<file path="src/rtl/alu_arb_pkg.sv">
`default_nettype none
// ============================================================================
// Module      : alu_arb_pkg
// Description : Shared constants for the ALU arbiter slice. Holds the FSM
//               state encoding and the default sizing of the requester
//               array and ALU datapath.
// Revision    : 1.0 - initial release
// ============================================================================
package alu_arb_pkg;

  // Default sizing: number of requesters and the ALU datapath widths.
  localparam int c_N_REQ_DEF = 4;
  localparam int c_DW_DEF    = 8;
  localparam int c_OPW_DEF   = 3;

  // Sequencer FSM encoding.
  localparam int              c_ST_W    = 2;
  localparam logic [c_ST_W-1:0] c_ST_IDLE = 2'd0;
  localparam logic [c_ST_W-1:0] c_ST_EXEC = 2'd1;
  localparam logic [c_ST_W-1:0] c_ST_RESP = 2'd2;

endpackage
`default_nettype wire

</file>
<file path="src/rtl/alu_arbiter_if.sv">
`default_nettype none
// ============================================================================
// Module      : alu_arbiter_if
// Description : Bundle of request, ALU and response signals around the
//               alu_arbiter.
//               slave  - arbiter side (takes requests, drives ALU operands,
//                        returns responses)
//               master - environment side (requesters, ALU, consumer)
//               Signals: req/req_opcode/req_a/req_b, gnt, alu_opcode/alu_a/
//               alu_b, alu_out, rsp_valid/rsp_ready/rsp_data/rsp_id.
// Revision    : 1.0 - initial release
// ============================================================================
interface alu_arbiter_if
  import alu_arb_pkg::*;
#(
  parameter int N_REQ = c_N_REQ_DEF,
  parameter int DW    = c_DW_DEF,
  parameter int OPW   = c_OPW_DEF
);
  localparam int IDW = $clog2(N_REQ);

  logic [N_REQ-1:0]     req;
  logic [N_REQ*OPW-1:0] req_opcode;
  logic [N_REQ*DW-1:0]  req_a;
  logic [N_REQ*DW-1:0]  req_b;
  logic [N_REQ-1:0]     gnt;

  logic [OPW-1:0]       alu_opcode;
  logic [DW-1:0]        alu_a;
  logic [DW-1:0]        alu_b;
  logic [DW-1:0]        alu_out;

  logic                 rsp_valid;
  logic                 rsp_ready;
  logic [DW-1:0]        rsp_data;
  logic [IDW-1:0]       rsp_id;

  modport slave (
    input  req, req_opcode, req_a, req_b, alu_out, rsp_ready,
    output gnt, alu_opcode, alu_a, alu_b, rsp_valid, rsp_data, rsp_id
  );

  modport master (
    output req, req_opcode, req_a, req_b, alu_out, rsp_ready,
    input  gnt, alu_opcode, alu_a, alu_b, rsp_valid, rsp_data, rsp_id
  );

endinterface
`default_nettype wire

</file>
<file path="src/rtl/rr_pick.sv">
`default_nettype none
// ============================================================================
// Module      : rr_pick
// Description : Combinational winner search over a request vector.
//               Default: round-robin starting at i_ptr and wrapping modulo
//               N_REQ. With ALU_ARB_FIXED_PRIO_EN defined the pointer port is
//               removed and the lowest requesting index always wins.
//               Ports: i_req (requests), i_ptr (highest-priority index,
//               round-robin only), o_gnt (one-hot winner), o_idx (binary
//               winner), o_any (some request present).
// Revision    : 1.0 - initial release
// ============================================================================
module rr_pick #(
  parameter int N_REQ = 4,
  parameter int IDW   = $clog2(N_REQ)
) (
  input  logic [N_REQ-1:0] i_req,
`ifndef ALU_ARB_FIXED_PRIO_EN
  input  logic [IDW-1:0]   i_ptr,
`endif
  output logic [N_REQ-1:0] o_gnt,
  output logic [IDW-1:0]   o_idx,
  output logic             o_any
);

  // Candidates are visited from lowest priority to highest so that the
  // last hit, i.e. the highest-priority requester, is the one that sticks.
  always_comb begin
    logic [IDW-1:0] w_j;
    w_j   = '0;
    o_gnt = '0;
    o_idx = '0;
    o_any = 1'b0;
    for (int k = N_REQ - 1; k >= 0; k--) begin
`ifdef ALU_ARB_FIXED_PRIO_EN
      w_j = IDW'(k);
`else
      w_j = IDW'((int'(i_ptr) + k) % N_REQ);
`endif
      if (i_req[w_j]) begin
        o_gnt      = '0;
        o_gnt[w_j] = 1'b1;
        o_idx      = w_j;
        o_any      = 1'b1;
      end
    end
  end

endmodule
`default_nettype wire

</file>
<file path="src/rtl/alu_arbiter.sv">
`default_nettype none
// ============================================================================
// Module      : alu_arbiter
// Description : Shares one combinational ALU between N_REQ requesters.
//               A winner is granted (one-cycle gnt pulse) and its operands
//               are registered onto the ALU bus; the ALU result is captured
//               one cycle later and offered on a valid/ready response port
//               tagged with the winner's index. A new grant may overlap the
//               response handshake, giving one result every two cycles.
//               Ports: clk, rst (async, active-high), bus (alu_arbiter_if
//               slave modport).
//               Option: ALU_ARB_FIXED_PRIO_EN selects fixed priority
//               (requester 0 highest) and drops the round-robin pointer.
// Revision    : 1.0 - initial release
// ============================================================================
module alu_arbiter
  import alu_arb_pkg::*;
#(
  parameter int N_REQ = c_N_REQ_DEF,
  parameter int DW    = c_DW_DEF,
  parameter int OPW   = c_OPW_DEF
) (
  input  logic          clk,
  input  logic          rst,
  alu_arbiter_if.slave  bus
);

  localparam int IDW = $clog2(N_REQ);

  logic [c_ST_W-1:0] r_state;
  logic [c_ST_W-1:0] w_state_nxt;

  logic [IDW-1:0]    r_win_id;
  logic [OPW-1:0]    r_alu_opcode;
  logic [DW-1:0]     r_alu_a;
  logic [DW-1:0]     r_alu_b;
  logic              r_rsp_valid;
  logic [DW-1:0]     r_rsp_data;
  logic [IDW-1:0]    r_rsp_id;

  logic [N_REQ-1:0]  w_pick_gnt;
  logic [IDW-1:0]    w_pick_idx;
  logic              w_pick_any;
  logic              w_grant_en;
  logic              w_capture;
  logic              w_rsp_done;
  logic [N_REQ-1:0]  w_gnt;

  logic [OPW-1:0]    w_sel_op;
  logic [DW-1:0]     w_sel_a;
  logic [DW-1:0]     w_sel_b;

`ifndef ALU_ARB_FIXED_PRIO_EN
  logic [IDW-1:0]    r_ptr;
`endif

  rr_pick #(
    .N_REQ (N_REQ),
    .IDW   (IDW)
  ) u_pick (
    .i_req (bus.req),
`ifndef ALU_ARB_FIXED_PRIO_EN
    .i_ptr (r_ptr),
`endif
    .o_gnt (w_pick_gnt),
    .o_idx (w_pick_idx),
    .o_any (w_pick_any)
  );

  // ---------------------------------------------------------------- FSM
  always_ff @(posedge clk or posedge rst) begin
    if (rst) begin
      r_state <= c_ST_IDLE;
    end else begin
      r_state <= w_state_nxt;
    end
  end

  always_comb begin
    w_state_nxt = r_state;
    case (r_state)
      c_ST_IDLE: if (w_pick_any) w_state_nxt = c_ST_EXEC;
      c_ST_EXEC: w_state_nxt = c_ST_RESP;
      c_ST_RESP: begin
        if (bus.rsp_ready) begin
          w_state_nxt = w_pick_any ? c_ST_EXEC : c_ST_IDLE;
        end
      end
      default:   w_state_nxt = c_ST_IDLE;
    endcase
  end

  // Grant is combinational so that a grant can land in the same cycle the
  // response is accepted. It is forced low while reset is held so every
  // output sits at its reset value during reset.
  always_comb begin
    w_grant_en = 1'b0;
    w_capture  = 1'b0;
    w_rsp_done = 1'b0;
    w_gnt      = '0;
    case (r_state)
      c_ST_IDLE: w_grant_en = w_pick_any;
      c_ST_EXEC: w_capture  = 1'b1;
      c_ST_RESP: begin
        w_rsp_done = bus.rsp_ready;
        w_grant_en = bus.rsp_ready && w_pick_any;
      end
      default: ;
    endcase
    if (rst) begin
      w_grant_en = 1'b0;
    end
    if (w_grant_en) begin
      w_gnt = w_pick_gnt;
    end
  end

  // ----------------------------------------------------- operand select
  always_comb begin
    w_sel_op = '0;
    w_sel_a  = '0;
    w_sel_b  = '0;
    for (int i = 0; i < N_REQ; i++) begin
      if (w_pick_idx == IDW'(i)) begin
        w_sel_op = bus.req_opcode[i*OPW +: OPW];
        w_sel_a  = bus.req_a[i*DW +: DW];
        w_sel_b  = bus.req_b[i*DW +: DW];
      end
    end
  end

  // ----------------------------------------------------------- datapath
  always_ff @(posedge clk or posedge rst) begin
    if (rst) begin
      r_win_id     <= '0;
      r_alu_opcode <= '0;
      r_alu_a      <= '0;
      r_alu_b      <= '0;
      r_rsp_valid  <= 1'b0;
      r_rsp_data   <= '0;
      r_rsp_id     <= '0;
    end else begin
      if (w_grant_en) begin
        r_win_id     <= w_pick_idx;
        r_alu_opcode <= w_sel_op;
        r_alu_a      <= w_sel_a;
        r_alu_b      <= w_sel_b;
      end
      // Capture and completion never coincide (EXEC vs RESP), so the
      // ordering here carries no priority.
      if (w_capture) begin
        r_rsp_valid <= 1'b1;
        r_rsp_data  <= bus.alu_out;
        r_rsp_id    <= r_win_id;
      end else if (w_rsp_done) begin
        r_rsp_valid <= 1'b0;
      end
    end
  end

`ifndef ALU_ARB_FIXED_PRIO_EN
  always_ff @(posedge clk or posedge rst) begin
    if (rst) begin
      r_ptr <= '0;
    end else if (w_grant_en) begin
      if (w_pick_idx == IDW'(N_REQ - 1)) begin
        r_ptr <= '0;
      end else begin
        r_ptr <= w_pick_idx + 1'b1;
      end
    end
  end
`endif

  assign bus.gnt        = w_gnt;
  assign bus.alu_opcode = r_alu_opcode;
  assign bus.alu_a      = r_alu_a;
  assign bus.alu_b      = r_alu_b;
  assign bus.rsp_valid  = r_rsp_valid;
  assign bus.rsp_data   = r_rsp_data;
  assign bus.rsp_id     = r_rsp_id;

endmodule
`default_nettype wire

</file>
<file path="src/flat_wrapper.sv">
// flat-port wrapper written by rule: the top's interface ports become plain ports
module alu_arbiter_flat import alu_arb_pkg::*;
#(
  parameter int N_REQ = c_N_REQ_DEF,
  parameter int DW    = c_DW_DEF,
  parameter int OPW   = c_OPW_DEF
)
  (clk, rst, bus_req, bus_req_opcode, bus_req_a, bus_req_b, bus_alu_out, bus_rsp_ready, bus_gnt, bus_alu_opcode, bus_alu_a, bus_alu_b, bus_rsp_valid, bus_rsp_data, bus_rsp_id);
  alu_arbiter_if #(.N_REQ(N_REQ), .DW(DW), .OPW(OPW)) bus_i ();
  input  logic clk;
  input  logic rst;
  input wire logic [$bits(bus_i.req)-1:0] bus_req;
  input wire logic [$bits(bus_i.req_opcode)-1:0] bus_req_opcode;
  input wire logic [$bits(bus_i.req_a)-1:0] bus_req_a;
  input wire logic [$bits(bus_i.req_b)-1:0] bus_req_b;
  input wire logic [$bits(bus_i.alu_out)-1:0] bus_alu_out;
  input wire logic [$bits(bus_i.rsp_ready)-1:0] bus_rsp_ready;
  output wire logic [$bits(bus_i.gnt)-1:0] bus_gnt;
  output wire logic [$bits(bus_i.alu_opcode)-1:0] bus_alu_opcode;
  output wire logic [$bits(bus_i.alu_a)-1:0] bus_alu_a;
  output wire logic [$bits(bus_i.alu_b)-1:0] bus_alu_b;
  output wire logic [$bits(bus_i.rsp_valid)-1:0] bus_rsp_valid;
  output wire logic [$bits(bus_i.rsp_data)-1:0] bus_rsp_data;
  output wire logic [$bits(bus_i.rsp_id)-1:0] bus_rsp_id;
  assign bus_i.req = bus_req;
  assign bus_i.req_opcode = bus_req_opcode;
  assign bus_i.req_a = bus_req_a;
  assign bus_i.req_b = bus_req_b;
  assign bus_i.alu_out = bus_alu_out;
  assign bus_i.rsp_ready = bus_rsp_ready;
  assign bus_gnt = bus_i.gnt;
  assign bus_alu_opcode = bus_i.alu_opcode;
  assign bus_alu_a = bus_i.alu_a;
  assign bus_alu_b = bus_i.alu_b;
  assign bus_rsp_valid = bus_i.rsp_valid;
  assign bus_rsp_data = bus_i.rsp_data;
  assign bus_rsp_id = bus_i.rsp_id;
  alu_arbiter #(.N_REQ(N_REQ), .DW(DW), .OPW(OPW)) u_core (.clk(clk), .rst(rst), .bus(bus_i));
endmodule
</file>
<file path="config.mk">
export PLATFORM = sky130hd
export DESIGN_NAME = alu_arbiter_flat
export DESIGN_NICKNAME = d
export VERILOG_FILES = /design/src/rtl/alu_arb_pkg.sv /design/src/rtl/alu_arbiter_if.sv /design/src/rtl/rr_pick.sv /design/src/rtl/alu_arbiter.sv /design/src/flat_wrapper.sv
export SDC_FILE = /design/constraint.sdc
export NUM_CORES = 1
export LEC_CHECK = 0
export BUFFER_PORTS_ARGS = -buffer_cell sky130_fd_sc_hd__buf_2
export CORE_UTILIZATION = 50
export DETAILED_ROUTE_END_ITERATION = 16
export PLACE_DENSITY = 0.87
export SLEW_MARGIN = 10
export SYNTH_ARGS = -nofsm -noshare
export SYNTH_HDL_FRONTEND = slang
export SYNTH_HIERARCHICAL = 1
export SYNTH_SLANG_ARGS = --single-unit
</file>
<file path="constraint.sdc">
create_clock -name clk -period 4.9 [get_ports clk]
set_input_delay 0.98 -clock clk [delete_from_list [all_inputs] [get_ports clk]]
set_output_delay 0.98 -clock clk [all_outputs]
set_load 0.03 [all_outputs]
</file>
==> flow_metrics.env, run 1 <==
export IMPL_status="finished clean"
export IMPL_yosysSeqAreaShare=0.354
export IMPL_vias=2511
export IMPL_antenna_found_initial=0
export IMPL_first_pass_iters=4
export IMPL_place_congestion=0.907
export IMPL_holdPathStages=1
export IMPL_overflow=0
export IMPL_antenna_cells=0
export IMPL_nFillCells=415
export IMPL_ioPinCount=125
export IMPL_tns_ps=0
export IMPL_syn_area_um2=2550
export IMPL_ant_nets=0
export IMPL_rows=25
export IMPL_drc=0
export IMPL_rr_worst_depth=10
export IMPL_cp_startpoint="u_core/r_ptr[0]"
export IMPL_clk_pin_slew_ps=70
export IMPL_required_ps=3920
export IMPL_routed_via_density=5.84
export IMPL_finalClockSkew_ps=10.1
export IMPL_endpoint="bus_gnt[2]"
export IMPL_p_leak_nw=1.55
export IMPL_setup_viol=0
export IMPL_wl_per_cell_um=15.5
export IMPL_r2r_end="u_core/bus.alu_b[1]"
export IMPL_ir_drop_uv=341
export IMPL_grt_use_total=0.251
export IMPL_cts_inserted_buffers=5
export IMPL_cts_num_sinks=36
export IMPL_cts_root_buf="clkbuf_8"
export IMPL_worst_slew_pin_slew_ps=953
export IMPL_drv_slew=0
export IMPL_cts_setup_buffers=0
export IMPL_crit_fanout=17
export IMPL_h_tree_depth=2
export IMPL_routed_wl_um=6660
export IMPL_synth_avg_cell_area_um2=10.1
export IMPL_cts_hold_buf=0
export IMPL_portBuffers=124
export IMPL_worstSkewPairLatency_ps=290
export IMPL_crit_path_start_kind="flop"
export IMPL_num_nets_final=465
export IMPL_die_area_um2=5380
export IMPL_die_height_um=73.4
export IMPL_drt_iter0_drc=153
export IMPL_start_util=0.529
export IMPL_syn_inst=252
export IMPL_dp_hpwl_um=4960
export IMPL_finalHoldViolations=0
export IMPL_fmax_mhz=253
export IMPL_cap_viol_max_count=0
export IMPL_p_per_area_nw_per_um2=717
export IMPL_ctsResizeCount=0
export IMPL_fin_crit_ps=3950
export IMPL_mostFrequentLayoutCells="buf_2 (124), o31ai_1 (36), dfrtp_1 (36)"
export IMPL_grt_start_max_net_pins=39
export IMPL_crit_path_end_kind="primary output"
export IMPL_grt_first_pass_wirelength_um=10500
export IMPL_synth_warnings=6
export IMPL_tritoncts="done"
export IMPL_die_w_um=73.4
export IMPL_coreArea_um2=4820
export IMPL_clk_path_buf_depth=2
export IMPL_total_power_mw=2.31
export IMPL_synth_seq_cells=36
export IMPL_synth_fp_nets=355
export IMPL_grt_pass1_vias=2392
export IMPL_min_period_over_period=0.806
export IMPL_drive_gt1_frac=0.441
export IMPL_slew_headroom=0.363
export IMPL_layout_commonest_cell="buf_2"
export IMPL_grt_setup_unrepaired="no"
export IMPL_layout_area_overhead_vs_synth_pct=26.3
export IMPL_synth_lib_cells_used_distinct=45
export IMPL_r2r_slack_ps=990
export IMPL_timing_rr_start="u_core/r_ptr[0]"
export IMPL_critPathKind="flop to primary output"
export IMPL_critPathArrivalTime_ps=2970
export IMPL_hp_class="flop to flop"
## worst min path at each step
stage / to / slack, ps / startpoint
2_1_floorplan: u_core/bus.rsp_valid / 460 / u_core/r_state[1]
3_3_place_gp: u_core/bus.rsp_valid / 470 / u_core/r_state[1]
3_5_place_dp: u_core/r_win_id[0] / 480 / u_core/r_win_id[0]
4_1_cts: u_core/r_win_id[0] / 500 / u_core/r_win_id[0]
5_1_grt: u_core/r_win_id[0] / 510 / u_core/r_win_id[0]
6_report: u_core/r_win_id[0] / 490 / u_core/r_win_id[0]
## routing by layer
metal	track usage	up-vias	part of all wire
li1	-	1200	-
met1	0.285	1183	0.40
met2	0.459	118	0.52
met3	0.0754	10	0.077
met4	0.0641	0	0.0096
met5	0	-	0
## registers in the layout, summed over array words and instances (netlist names)
register               count
u_core/bus.alu_a           8
u_core/bus.alu_b           8
u_core/bus.alu_opcode      3
u_core/bus.rsp_data        8
u_core/bus.rsp_id          2
u_core/bus.rsp_valid       1
u_core/r_ptr               2
u_core/r_state             2
u_core/r_win_id            2
## power by group
group | switching [mW] | internal, mW
clock | 0.108 | 0.0990
combinational | 0.962 | 0.586
sequential | 0.107 | 0.443
## logic make-up (layout without fill, tap and decap cells)
group	count (synthesis)	count (layout)	synth area share
compound gates	93	93	0.268
fa+ha+maj	12	12	0.0590
buf+inv	32	143	0.0683
flops	36	36	0.354
mux	21	21	0.109
simple gates	58	58	0.142
## stage by stage
stage / std cells / util / worst slack (ps) / area (um2) / hold slack (ps)
after CTS: 430 / 0.668 / 949 / 3220 / 499
after global routing: 430 / 0.668 / 528 / 3220 / 507
after floorplan: 252 / - / 1490 / 2550 / 458
after global placement: 422 / 0.650 / 1230 / 3130 / 466
after detailed placement: 422 / 0.650 / 1030 / 3130 / 481
final: 430 / 0.668 / 949 / 3220 / 494
## area by class of cell
type	instances	area, um2	area share
Timing Repair Buffer	127	643	0.200
Clock buffer	5	68.8	0.0214
Sequential cell	36	901	0.280
Inverter	8	30.0	0.00933
Tap cell	67	83.8	0.0261
Clock inverter	3	18.8	0.00583
Multi-Input combinational cell	184	1470	0.457
## cells in the mapped netlist, drive strengths merged
library cell / n / area, um2
nand4: 4 / 25.0
clkinv: 1 / 3.75
buf: 16 / 114
a21oi: 3 / 15.0
ha: 12 / 150
clkbuf: 8 / 30.0
inv: 7 / 26.3
a211o: 1 / 8.76
or3b: 1 / 8.76
mux2: 17 / 195
nand2b: 2 / 12.5
mux4: 2 / 45.0
nand3b: 2 / 15.0
a31oi: 5 / 31.3
a211oi: 1 / 7.51
or3: 1 / 6.26
nor4bb: 1 / 10.0
mux2i: 2 / 36.3
and2: 4 / 25.0
or2: 1 / 6.26
o21ai: 3 / 15.0
o31ai: 36 / 270
nor3: 2 / 15.0
nand3: 1 / 5.00
nor2b: 22 / 153
o22ai: 18 / 113
a21o: 1 / 7.51
dfrtp: 36 / 901
o221ai: 1 / 8.76
and4: 1 / 8.76
nor3b: 2 / 15.0
a22oi: 4 / 30.0
a221oi: 19 / 166
and2b: 1 / 7.51
nor2: 11 / 41.3
o211a: 1 / 10.0
nand2: 2 / 7.51
## worst max-delay path, cell delays in order, from the launching register on
cell and delay [ps]:
dfrtp_1 700, inv_1 240, ha_1 470, or3b_2 480
nand3_1 170, nand4_1 120, a31oi_1 180, and2_1 130
buf_2 190
(Power assumes the default switching activity.)
==> run 2, diff against run 1 <==
- ABC_AREA: default -> 1
- CORE_UTILIZATION: 50 -> 43
- PLACE_DENSITY: 0.87 -> 0.78
- clock period: 4.9 -> 3.5 ns (I/O delays scaled with it)
==> flow_metrics.env, run 2 <==
export IMPL_rows=28
export IMPL_routed_via_density=4.79
export IMPL_wl_per_cell_um=11.6
export IMPL_num_nets_final=660
export IMPL_nFillCells=625
export IMPL_finalHoldViolations=0
export IMPL_crit_path_end_kind="primary output"
export IMPL_grt_first_pass_wirelength_um=11700
export IMPL_fin_ws_ps=354
export IMPL_synth_seq_cells=36
export IMPL_drc=0
export IMPL_first_pass_iters=5
export IMPL_antenna_cells=0
export IMPL_routed_wl_um=7310
export IMPL_cts_num_sinks=36
export IMPL_h_tree_depth=2
export IMPL_use_met1=0.273
export IMPL_slew_headroom=0.522
export IMPL_grt_busiest_layer="met2"
export IMPL_antenna_found_initial=0
export IMPL_r2r_slack_ps=500
export IMPL_dp_hpwl_um=5490
export IMPL_holdWs_ps=471
export IMPL_syn_inst=440
export IMPL_synthArstFlopShare=1.00
export IMPL_use_met3=0.0363
export IMPL_cap_viol_max_count=0
export IMPL_grt_setup_unrepaired="no"
export IMPL_ioPinCount=125
export IMPL_ctsResizeCount=0
export IMPL_status="finished clean"
export IMPL_cpPeakStageDelay_ps=550
export IMPL_min_period_over_period=0.899
export IMPL_fin_crit_ps=3150
export IMPL_layout_area_overhead_vs_synth_pct=25.7
export IMPL_drive_gt1_frac=0.306
export IMPL_p_leak_nw=2.20
export IMPL_stdcell_count=633
export IMPL_setup_viol=0
export IMPL_min_delay_start="u_core/bus.rsp_data[2]"
export IMPL_clk_pin_slew_ps=80
export IMPL_overflow=0
export IMPL_clk_path_buf_depth=2
export IMPL_tns_ps=0
export IMPL_worstSkewPairLatency_ps=280
export IMPL_gr_usage_met2=0.396
export IMPL_cts_inserted_buffers=5
export IMPL_grt_start_max_net_pins=47
export IMPL_die_area_um2=6810
export IMPL_syn_area_um2=2790
export IMPL_layout_commonest_cell="nand2_1"
export IMPL_yosysSeqAreaShare=0.323
export IMPL_timing_rr_start="u_core/r_ptr[0]"
export IMPL_min_to="u_core/bus.rsp_data[2]"
export IMPL_yosysMostFrequentCell="nand2_1"
export IMPL_place_congestion=1.03
export IMPL_fmax_mhz=318
export IMPL_ant_nets=0
export IMPL_critPathArrivalTime_ps=2450
export IMPL_grt_use_total=0.219
export IMPL_p_per_area_nw_per_um2=1170
export IMPL_cts_root_buf="clkbuf_8"
export IMPL_total_power_mw=4.09
export IMPL_holdPathStages=2
export IMPL_crit_fanout=12
export IMPL_synth_avg_cell_area_um2=6.34
export IMPL_yosysTopAreaCell="dfrtp_1"
export IMPL_r2r_end="u_core/bus.alu_b[5]"
export IMPL_synth_top_cell_area_share=0.323
export IMPL_synth_warnings=6
export IMPL_required_ps=2800
export IMPL_vias=3035
export IMPL_coreArea_um2=6100
export IMPL_critPathKind="flop to primary output"
export IMPL_rr_worst_depth=16
export IMPL_crit_path_start_kind="flop"
export IMPL_die_height_um=82.5
export IMPL_pre_cts_ws_ps=533
export IMPL_dp_cells=625
export IMPL_drv_slew=0
export IMPL_cts_setup_buffers=0
export IMPL_synthFlopType="dfrtp_1"
export IMPL_hp_class="flop to flop"
export IMPL_worst_slew_pin_slew_ps=715
export IMPL_mostFrequentLayoutCells="nand2_1 (188), buf_2 (124), inv_1 (42), nor2_1 (42), dfrtp_1 (36)"
export IMPL_synth_lib_cells_used_distinct=24
export IMPL_critPathSlowestCell="dfrtp_1"
export IMPL_synth_fp_nets=543
export IMPL_die_w_um=82.5
export IMPL_synth_edf_count=0
export IMPL_synth_common_cells="nand2_1 (188), inv_1 (42), nor2_1 (42), dfrtp_1 (36), nand3_1 (31)"
export IMPL_grt_pass1_vias=2683
export IMPL_drt_iter0_drc=165
export IMPL_tritoncts="done"
export IMPL_path_cells="inv_2 > ha_1 > inv_1 > nand3_2 > nand2_4 > inv_6 > nand4_1 > inv_1 > nor2_2 > nand3_2 > nor2_1 > buf_2"
export IMPL_portBuffers=124
export IMPL_cts_hold_buf=0
export IMPL_finalClockSkew_ps=5.74
export IMPL_start_util=0.458
export IMPL_ir_drop_uv=625
export IMPL_synth_area_leaders="dfrtp_1 (32%), nand2_1 (25%), inv_1 (5.7%), nor2_1 (5.7%), nand3_1 (5.6%)"
run 2: cell types whose count changed after synthesis, sizes merged, moves of 35 or more:
| cell | delta |
|---|---|
| o31ai | -36 |
| nand2 | +193 |
| nor2 | +44 |
| inv | +43 |
| nand3 | +35 |
run 2: metal layers:
metal | part of all wire | routed length [um] | vias to the layer above
li1 | - | - | 1570
met1 | 0.43 | 3130 | 1317
met2 | 0.49 | 3600 | 142
met3 | 0.072 | 527 | 6
met4 | 0.0078 | 57 | 0
met5 | 0 | 0 | -
run 2: report_power, final:
part	switching, mW	leakage (nW)	total [mW]	internal (mW)
sequential	0.126	0.450	0.741	0.615
combinational	2.06	1.70	3.03	0.969
clock	0.152	0.0516	0.313	0.161
run 2: stage by stage:
stage / util / area [um2]
6_report: 0.575 / 3500
3_3_place_gp: 0.559 / 3410
2_1_floorplan: - / 2790
4_1_cts: 0.575 / 3500
5_1_grt: 0.575 / 3500
3_5_place_dp: 0.559 / 3410
run 2: worst max-delay path by stage:
stage                               start             endpoint  slack [ps]
after floorplan                       rst           bus_gnt[0]         450
after global placement    u_core/r_ptr[0]  u_core/bus.alu_b[5]         630
after detailed placement  u_core/r_ptr[0]  u_core/bus.alu_b[5]         530
after CTS                 u_core/r_ptr[0]           bus_gnt[3]         320
after global routing      u_core/r_ptr[0]           bus_gnt[3]         140
final                     u_core/r_ptr[0]           bus_gnt[3]         350
run 2: cell families after synthesis:
family | Yosys count | share of synthesized area
compound gates | 33 | 0.0633
fa+ha+maj | 12 | 0.0538
buf+inv | 69 | 0.118
flops | 36 | 0.323
simple gates | 290 | 0.442
run 2: layout make-up:
class / instances / area [um2] / share of cell area
Inverter: 50 / 195 / 0.0557
Timing Repair Buffer: 129 / 658 / 0.188
Clock buffer: 6 / 82.6 / 0.0236
Clock inverter: 2 / 13.8 / 0.00393
Sequential cell: 36 / 901 / 0.257
Multi-Input combinational cell: 335 / 1560 / 0.445
Tap cell: 75 / 93.8 / 0.0268
run 2: worst max-delay path, delay by kind of cell (launching register included):
kind                       cells  cell delay, ps
buffers and inverters          5             580
DFF                            1             550
adders and majority gates      1             370
and+or+nand+nor                6             660
==> run 3, diff against run 2 <==
- CORE_ASPECT_RATIO: default -> 1.1
==> flow_metrics.env, run 3 (same netlist as run 2, synthesis figures left out) <==
export IMPL_topRoutingLayerUsed="met4"
export IMPL_drive_gt1_frac=0.306
export IMPL_r2r_slack_ps=430
export IMPL_clk_pin_slew_ps=70
export IMPL_power_internal_mw=1.72
export IMPL_finalClockSkew_ps=4.80
export IMPL_finalHoldViolations=0
export IMPL_cts_root_buf="clkbuf_8"
export IMPL_layout_commonest_cell="nand2_1"
export IMPL_worstSkewPairLatency_ps=280
export IMPL_min_delay_start="u_core/bus.rsp_data[0]"
export IMPL_ctsResizeCount=0
export IMPL_fin_crit_ps=3180
export IMPL_antenna_found_initial=0
export IMPL_min_period_over_period=0.909
export IMPL_die_area_um2=6810
export IMPL_routed_via_density=4.82
export IMPL_grt_setup_unrepaired="no"
export IMPL_netSwitchingPower_mw=2.36
export IMPL_p_leak_nw=2.20
export IMPL_slew_headroom=0.527
export IMPL_holdPathStages=2
export IMPL_num_nets_final=660
export IMPL_p_per_area_nw_per_um2=1170
export IMPL_routed_wl_um=7230
export IMPL_start_util=0.448
export IMPL_min_to="u_core/bus.rsp_data[0]"
export IMPL_grt_use_total=0.221
export IMPL_crit_path_start_kind="flop"
export IMPL_die_height_um=86.5
export IMPL_crit_fanout=12
export IMPL_grt_first_pass_wirelength_um=12000
export IMPL_grt_start_max_net_pins=47
export IMPL_critPathKind="flop to primary output"
export IMPL_mostFrequentLayoutCells="nand2_1 (188), buf_2 (124), inv_1 (42), nor2_1 (42), dfrtp_1 (36)"
export IMPL_rr_worst_depth=16
export IMPL_dp_hpwl_um=5450
export IMPL_required_ps=2800
export IMPL_cts_inserted_buffers=5
export IMPL_cts_setup_buffers=0
export IMPL_vias=3072
export IMPL_first_pass_iters=4
export IMPL_wl_met2_um=3560
export IMPL_fmax_mhz=314
export IMPL_cts_num_sinks=36
export IMPL_ant_nets=0
export IMPL_h_tree_depth=2
export IMPL_status="finished clean"
export IMPL_grt_pass1_vias=2756
export IMPL_fin_ws_ps=317
export IMPL_wl_met3_um=416
export IMPL_ir_drop_uv=612
export IMPL_pre_cts_ws_ps=481
export IMPL_pwr_share_comb=0.748
export IMPL_place_congestion=1.03
export IMPL_p_sw_frac=0.578
export IMPL_tns_ps=0
export IMPL_worst_slew_pin_slew_ps=709
export IMPL_clkPwrFrac=0.070
export IMPL_wl_per_cell_um=11.3
export IMPL_drc=0
export IMPL_drt_iter0_drc=194
export IMPL_seq_power_share=0.182
export IMPL_die_w_um=78.8
export IMPL_hp_class="flop to flop"
export IMPL_antenna_cells=0
export IMPL_cap_viol_max_count=0
export IMPL_r2r_end="u_core/bus.alu_b[3]"
export IMPL_clk_path_buf_depth=2
export IMPL_cts_hold_buf=0
export IMPL_overflow=0
export IMPL_m1WireLength_um=3120
export IMPL_rows=30
export IMPL_layout_area_overhead_vs_synth_pct=25.6
export IMPL_coreArea_um2=6230
export IMPL_crit_path_end_kind="primary output"
export IMPL_ioPinCount=125
export IMPL_critPathArrivalTime_ps=2480
export IMPL_portBuffers=124
export IMPL_timing_rr_start="u_core/r_ptr[0]"
export IMPL_setup_viol=0
export IMPL_tritoncts="done"
export IMPL_drv_slew=0
-- run 3: cell count changes in the layout (fill, tap and decap cells not counted) --
cell,previous run,this run
clkinv_4,0,1
inv_6,2,1
clkinv_2,1,2
clkbuf_8,6,5
-- run 3: area by class of cell --
type / instances / area (um2)
flip-flops and latches: 36 / 901
repair buffers: 129 / 658
inverters: 50 / 195
multi-input cells: 335 / 1560
well taps: 80 / 100
fillers: 640 / 2730
clock buffers: 5 / 68.8
clock inverters: 3 / 18.8
-- run 3: worst max-delay path, cell delays in order (launching register included) --
cell	delay (ps)
dfrtp_1	550
inv_2	170
ha_1	370
inv_1	100
nand3_2	110
nand2_4	130
inv_6	60
nand4_1	110
inv_1	60
nor2_2	100
nand3_2	120
nor2_1	110
buf_2	200
-- run 3: per-layer routing --
| layer | global-route usage | up-vias |
|---|---|---|
| li1 | - | 1570 |
| met1 | 0.273 | 1350 |
| met2 | 0.381 | 133 |
| met3 | 0.0347 | 19 |
| met4 | 0.0909 | 0 |
| met5 | 0 | - |
-- run 3: power groups by stage --
| stage | Clock (mW) | Combinational [mW] | Sequential (mW) |
|---|---|---|---|
| 6_report | 0.285 | 3.05 | 0.744 |
| 3_5_place_dp | 0 | 3.04 | 0.752 |
| 2_1_floorplan | 0 | 2.16 | 1.05 |
| 5_1_grt | 0.317 | 3.43 | 0.774 |
| 4_1_cts | 0.299 | 3.05 | 0.747 |
| 3_3_place_gp | 0 | 2.96 | 0.739 |
-- run 3: per-stage QoR --
stage	cell area [um2]	utilization	instances	hold slack, ps	power (mW)
global placement	3410	0.548	630	448	3.70
finish	3500	0.562	638	473	4.08
CTS	3500	0.562	638	478	4.09
detailed placement	3410	0.548	630	460	3.79
floorplan	2790	-	440	449	3.21
global route	3500	0.562	638	502	4.52
-- run 3: worst max-delay path by stage --
stage | start | end | slack, ps | cells after the start
finish | u_core/r_ptr[0] | bus_gnt[0] | 320 | 12
global route | u_core/r_ptr[1] | u_core/bus.alu_b[2] | 140 | 16
floorplan | rst | bus_gnt[0] | 450 | 4
detailed placement | u_core/r_ptr[0] | u_core/bus.alu_b[3] | 480 | 16
global placement | u_core/r_ptr[0] | u_core/bus.alu_b[4] | 610 | 16
CTS | u_core/r_ptr[0] | bus_gnt[1] | 310 | 12
